--- src/rtl/debug_info_feeder_pkg.sv ---
// Shared GM64 debug types: visuMon write payload and the feeder FSM states.
// Imported by the LED feeder and its shadow store.
package debug_info_feeder_pkg;

  localparam int LED_NO_W = 8;

  typedef struct packed {
    logic [LED_NO_W-1:0] ledNo;
    logic [3:0]          color;
    logic                status;
  } debugInfo_t;

  typedef enum logic [1:0] {
    SCAN,
    SEND,
    GAP
  } feeder_state_e;

  function automatic int idx_width(input int n);
    return (n > 1) ? $clog2(n) : 1;
  endfunction

endpackage

--- src/rtl/debug_info_feeder_shadow.sv ---
// Last-written copy of every LED plus a valid bit.
// Flags each LED whose live inputs differ from what visuMon holds.
module debug_led_shadow
  import debug_info_feeder_pkg::*;
#(
  parameter int NUM_LEDS = 32,
  localparam int IW = idx_width(NUM_LEDS)
) (
  input  logic                     clk_i,
  input  logic                     rst_ni,
  input  logic [NUM_LEDS-1:0]      status_i,
  input  logic [NUM_LEDS-1:0][3:0] color_i,
  input  logic                     wr_en_i,
  input  logic [IW-1:0]            wr_idx_i,
  input  logic                     wr_status_i,
  input  logic [3:0]               wr_color_i,
  input  logic                     clr_i,
  output logic [NUM_LEDS-1:0]      mismatch_o
);

  logic [NUM_LEDS-1:0]      valid_q;
  logic [NUM_LEDS-1:0]      status_q;
  logic [NUM_LEDS-1:0][3:0] color_q;

  // Clear-all beats a write landing in the same cycle.
  always_ff @(posedge clk_i or negedge rst_ni) begin
    if (!rst_ni) begin
      valid_q  <= '0;
      status_q <= '0;
      color_q  <= '0;
    end else begin
      if (clr_i) begin
        valid_q <= '0;
      end else if (wr_en_i) begin
        valid_q[wr_idx_i] <= 1'b1;
      end
      if (wr_en_i) begin
        status_q[wr_idx_i] <= wr_status_i;
        color_q[wr_idx_i]  <= wr_color_i;
      end
    end
  end

  always_comb begin
    mismatch_o = '0;
    for (int k = 0; k < NUM_LEDS; k++) begin
      mismatch_o[k] = !valid_q[k]
                   || (status_i[k] != status_q[k])
                   || (color_i[k] != color_q[k]);
    end
  end

endmodule

--- src/rtl/debug_info_feeder.sv ---
// Scans GM64 debug taps and writes changed LEDs into visuMon
// through the active-low chip-select / debugInfo_t port.
module debug_info_feeder
  import debug_info_feeder_pkg::*;
#(
  parameter int NUM_LEDS   = 32,
  parameter int GAP_CYCLES = 2
) (
  input  logic                     i_clk25Mhz,
  input  logic                     i_reset,
  input  logic [NUM_LEDS-1:0]      i_status,
  input  logic [NUM_LEDS-1:0][3:0] i_color,
  input  logic                     i_refresh,
  output logic                     o_cs,
  output debugInfo_t               o_debugInfo,
  output logic                     o_busy
);

  localparam int IW = idx_width(NUM_LEDS);
  localparam logic [IW-1:0] LAST_IDX = IW'(NUM_LEDS - 1);
  localparam logic [3:0] GAP_LAST =
    4'((GAP_CYCLES > 0) ? GAP_CYCLES - 1 : 0);

  feeder_state_e       state_q;
  logic [IW-1:0]       idx_q;
  logic [IW-1:0]       idx_d;
  logic [3:0]          gap_q;
  logic                refresh_q;
  logic [NUM_LEDS-1:0] mismatch;
  logic                sh_wr;
  logic                sh_clr;

  assign idx_d  = (idx_q == LAST_IDX) ? '0 : idx_q + 1'b1;
  assign sh_wr  = (state_q == SEND);
  assign sh_clr = (state_q == SCAN) && refresh_q;
  assign o_busy = (state_q != SCAN) || refresh_q || (|mismatch);

  debug_led_shadow #(
    .NUM_LEDS (NUM_LEDS)
  ) u_shadow (
    .clk_i       (i_clk25Mhz),
    .rst_ni      (i_reset),
    .status_i    (i_status),
    .color_i     (i_color),
    .wr_en_i     (sh_wr),
    .wr_idx_i    (idx_q),
    .wr_status_i (o_debugInfo.status),
    .wr_color_i  (o_debugInfo.color),
    .clr_i       (sh_clr),
    .mismatch_o  (mismatch)
  );

  always_ff @(posedge i_clk25Mhz or negedge i_reset) begin
    if (!i_reset) begin
      state_q     <= SCAN;
      idx_q       <= '0;
      gap_q       <= '0;
      refresh_q   <= 1'b0;
      o_cs        <= 1'b1;
      o_debugInfo <= '0;
    end else begin
      // A new pulse in the clearing cycle stays pending.
      if (sh_clr) refresh_q <= 1'b0;
      if (i_refresh) refresh_q <= 1'b1;
      unique case (state_q)
        SCAN: begin
          if (mismatch[idx_q]) begin
            state_q            <= SEND;
            o_cs               <= 1'b0;
            o_debugInfo.ledNo  <= LED_NO_W'(idx_q) + 1'b1;
            o_debugInfo.color  <= i_color[idx_q];
            o_debugInfo.status <= i_status[idx_q];
          end else begin
            idx_q <= idx_d;
          end
        end
        SEND: begin
          o_cs  <= 1'b1;
          gap_q <= '0;
          if (GAP_CYCLES == 0) begin
            state_q <= SCAN;
            idx_q   <= idx_d;
          end else begin
            state_q <= GAP;
          end
        end
        GAP: begin
          if (gap_q == GAP_LAST) begin
            state_q <= SCAN;
            idx_q   <= idx_d;
          end else begin
            gap_q <= gap_q + 1'b1;
          end
        end
        default: state_q <= SCAN;
      endcase
    end
  end

endmodule

--- config.mk ---
export PLATFORM = sky130hd
export DESIGN_NAME = debug_info_feeder
export DESIGN_NICKNAME = d
export VERILOG_FILES = /design/src/rtl/debug_info_feeder_pkg.sv /design/src/rtl/debug_info_feeder_shadow.sv /design/src/rtl/debug_info_feeder.sv
export SDC_FILE = /design/constraint.sdc
export NUM_CORES = 1
export LEC_CHECK = 0
export BUFFER_PORTS_ARGS = -buffer_cell sky130_fd_sc_hd__buf_4
export CORE_MARGIN = 2
export CORE_UTILIZATION = 35
export CTS_BUF_LIST = sky130_fd_sc_hd__clkbuf_4 sky130_fd_sc_hd__clkbuf_8
export DETAILED_ROUTE_END_ITERATION = 16
export SLEW_MARGIN = 20
export SYNTH_ARGS = -nofsm -noshare
export SYNTH_HDL_FRONTEND = slang
export SYNTH_HIERARCHICAL = 1
export SYNTH_SLANG_ARGS = --single-unit
--- constraint.sdc ---
create_clock -name i_clk25Mhz -period 3.35 [get_ports i_clk25Mhz]
set_input_delay 0.1675 -clock i_clk25Mhz [delete_from_list [all_inputs] [get_ports i_clk25Mhz]]
set_output_delay 0.1675 -clock i_clk25Mhz [all_outputs]
set_load 0.02 [all_outputs]
==> impl_metrics.toml <==
[floorplanning]
row_count = 67
die_x_um = 188
coreArea_sq_um = 33400
pin_count = 178
die_y_um = 188
die-area_sq_um = 35300
start_util_pct = 35.4

[route]
dr.pass1.iters = 5
routedWlPerCell_um = 22.0
drc = 0
drtIter0Drc = 542
drt-total-wl_um = 35200
vias = 8421
ant_nets = 0
avgViaCountPerCell = 5.26

[timing]
slew_headroom_pct = 34.7
maxSlewViolCount = 0
period_share_pct = 97.2
rsz0062_at_grt = "no"
period_needed_ns = 3.26
finalHoldViolCount = 0
skew_ns = 0.0314
worst_slew_pin_slew_ns = 0.980
fmax_mhz = 307
setup_tns_ns = 0
setup-violations-final = 0

[logic_synthesis]
yosysWarnings = 6
postSynthCellCount = 933
ys_top_cells_by_area = "dfrtp_1 (45%), mux2_2 (16%), xor2_1 (9.5%)"
synth_edf_count = 0
synth.distinct_cells = 53
ys.flop_type = "dfrtp_1"
yosys.area.top_type_share_pct = 45.4
synth_seq_cells = 216
syn_area_sq_um = 11800
yosysTopAreaCell = "dfrtp_1"
synthArstFlopShare_pct = 100
syn_avg_cell_area_sq_um = 12.7
synth_seq_area_share_pct = 45.7

[clock_tree]
tritoncts = "built"
cts_buffers = 39
clockBufferDepth = 3
clk_latency_ns = 0.55
htree_levels = 2
post-cts-setup-buffers = 0
path_clk_slew_ns = 0.06
cts-root-buf = "clkbuf_8"
cts_sinks = 216

[critical_path]
start_kind = "flip-flop"
worstPathArrival_ns = 3.09
cpLargestDelayFamily = "simple AND/OR/NAND/NOR gates"
max_stage_delay_ns = 0.54
path_cells = "xor2_1, nor4_2, nand3_1, or4_4, or4_4, nor2_4, nand4_1, buf_4"
crit_path_end_kind = "output port"
crit_type = "reg2out"
worst-path-buf-inv = 1
path_max_fanout = 2
crit_path_top_delay_cell = "or4_4"
crit_top_cell = "or4_4"
required_ns = 3.18

[layout]
final_layout_size_suffix_gt1_share_pct = 44.3
final_cell_mix = "dfrtp_1 (208), buf_4 (189), mux2_2 (167)"
syn_to_final_growth_pct = 22.9
final_area_sq_um = 14600
antenna_cells = 0
fin_nets = 1290
utilization_pct = 43.5
final_common_cell = "dfrtp_1"

[worst_hold_path]
min_path_type = "in2async"

[power]
cellPowerDensity_nw_per_um2 = 402
total_power_mw = 5.86
ir_worst_vdd_mv = 0.206
p_leak_nw = 6.55

[grt]
grt_max_degree = 94
grt.total_usage_pct = 19.9
grt_pass1_vias = 8798
overflow = 0
grt_pass1_wl_um = 53800
grt_antenna_before_repair = 0

[run]
maxCapViolCount = 0

[place]
dpl_cell_area_sq_um = 13700
hpwl_um = 25300
gp_congestion = 0.897
port_buffers = 175

[outcome]
status = "finished clean"
## stage by stage
| stage | hold slack, ns | cells | setup slack (ns) |
|---|---|---|---|
| 3_5_place_dp | 0.118 | 1528 | 0.286 |
| 4_1_cts | 0.110 | 1600 | 0.0170 |
| 5_1_grt | 0.137 | 1600 | 0.000334 |
| 6_report | 0.111 | 1600 | 0.0936 |
| 3_3_place_gp | 0.119 | 1528 | 0.362 |
| 2_1_floorplan | -0.128 | 934 | 0.580 |
## cell usage after synthesis (8+ instances only)
cell type and instances:
dfrtp_1 215, mux2_2 167, xor2_1 128, nor4_1 38, nand3_1 35, xnor2_1 35
nor2_1 34, mux4_2 31, mux2i_1 27, clkbuf_1 22, o21ba_2 20, a21oi_1 18
nand2_1 16, a221oi_1 15, buf_2 12, nor2b_1 12, inv_1 9, nand2b_1 8
o21ai_0 8
## flip-flops by register name (all words and copies together), names as in the netlist
signal             flops
idx_q                  5
o_cs                   1
u_shadow/status_q     32
refresh_q              1
o_debugInfo           11
u_shadow/valid_q      32
u_shadow/color_q     128
state_q                2
gap_q                  4
## layout make-up
class / count / area (sq um)
Fill cell: 3143 / 18900
Multi-Input combinational cell: 661 / 6210
Sequential cell: 216 / 5420
Timing Repair Buffer: 194 / 1490
Clock buffer: 66 / 808
Tap cell: 448 / 561
Inverter: 11 / 41.3
Clock inverter: 4 / 26.3
## per-layer routing
layer | GRT usage (%) | share of wire (%) | vias up
li1 | - | - | 3800
met1 | 27.8 | 46 | 4318
met2 | 31.9 | 47 | 258
met3 | 3.46 | 5.1 | 45
met4 | 5.51 | 2.3 | 0
met5 | 0 | 0 | -
## path summary, 6_finish.rpt
| kind | to | start | cells past startpoint | slack (ns) |
|---|---|---|---|---|
| max in group asynchronous | u_shadow/color_q[0] | i_reset | 3 | 2.20 |
| worst max register to register | o_debugInfo[6] | u_shadow/status_q[7] | 9 | 0.27 |
| min in group i_clk25Mhz | o_debugInfo[1] | i_color[72] | 5 | 0.34 |
| worst max-delay path | o_busy | u_shadow/color_q[41] | 8 | 0.09 |
| worst min register to register | gap_q[3] | gap_q[3] | 1 | 0.49 |
| worst min-delay path | u_shadow/color_q[104] | i_reset | 2 | 0.11 |
## power by group
group	total [mW]	switching (mW)	internal, mW
Combinational	0.508	0.243	0.264
Clock	2.63	1.11	1.52
Sequential	2.72	0.0724	2.65
## timing repair
action                                  4_1_cts  5_1_grt
cloned                                        0        0
pin swaps                                     7        6
endpoints found under the setup margin        1        1
endpoints found under the hold margin        38        0
hold buffers                                  2        0
gates resized for setup                       5        3
## logic make-up after synthesis
logic type / share of synthesized area (%)
other: 0.0317
AO/OA/AOI/OAI: 5.86
adder cells (fa/ha/maj): 0.423
AND/OR/NAND/NOR: 8.01
multiplexers: 25.6
buffers and inverters: 2.31
flip-flops: 45.7
XOR/XNOR: 12.1
Note: power is estimated with default switching activity, not from simulation.
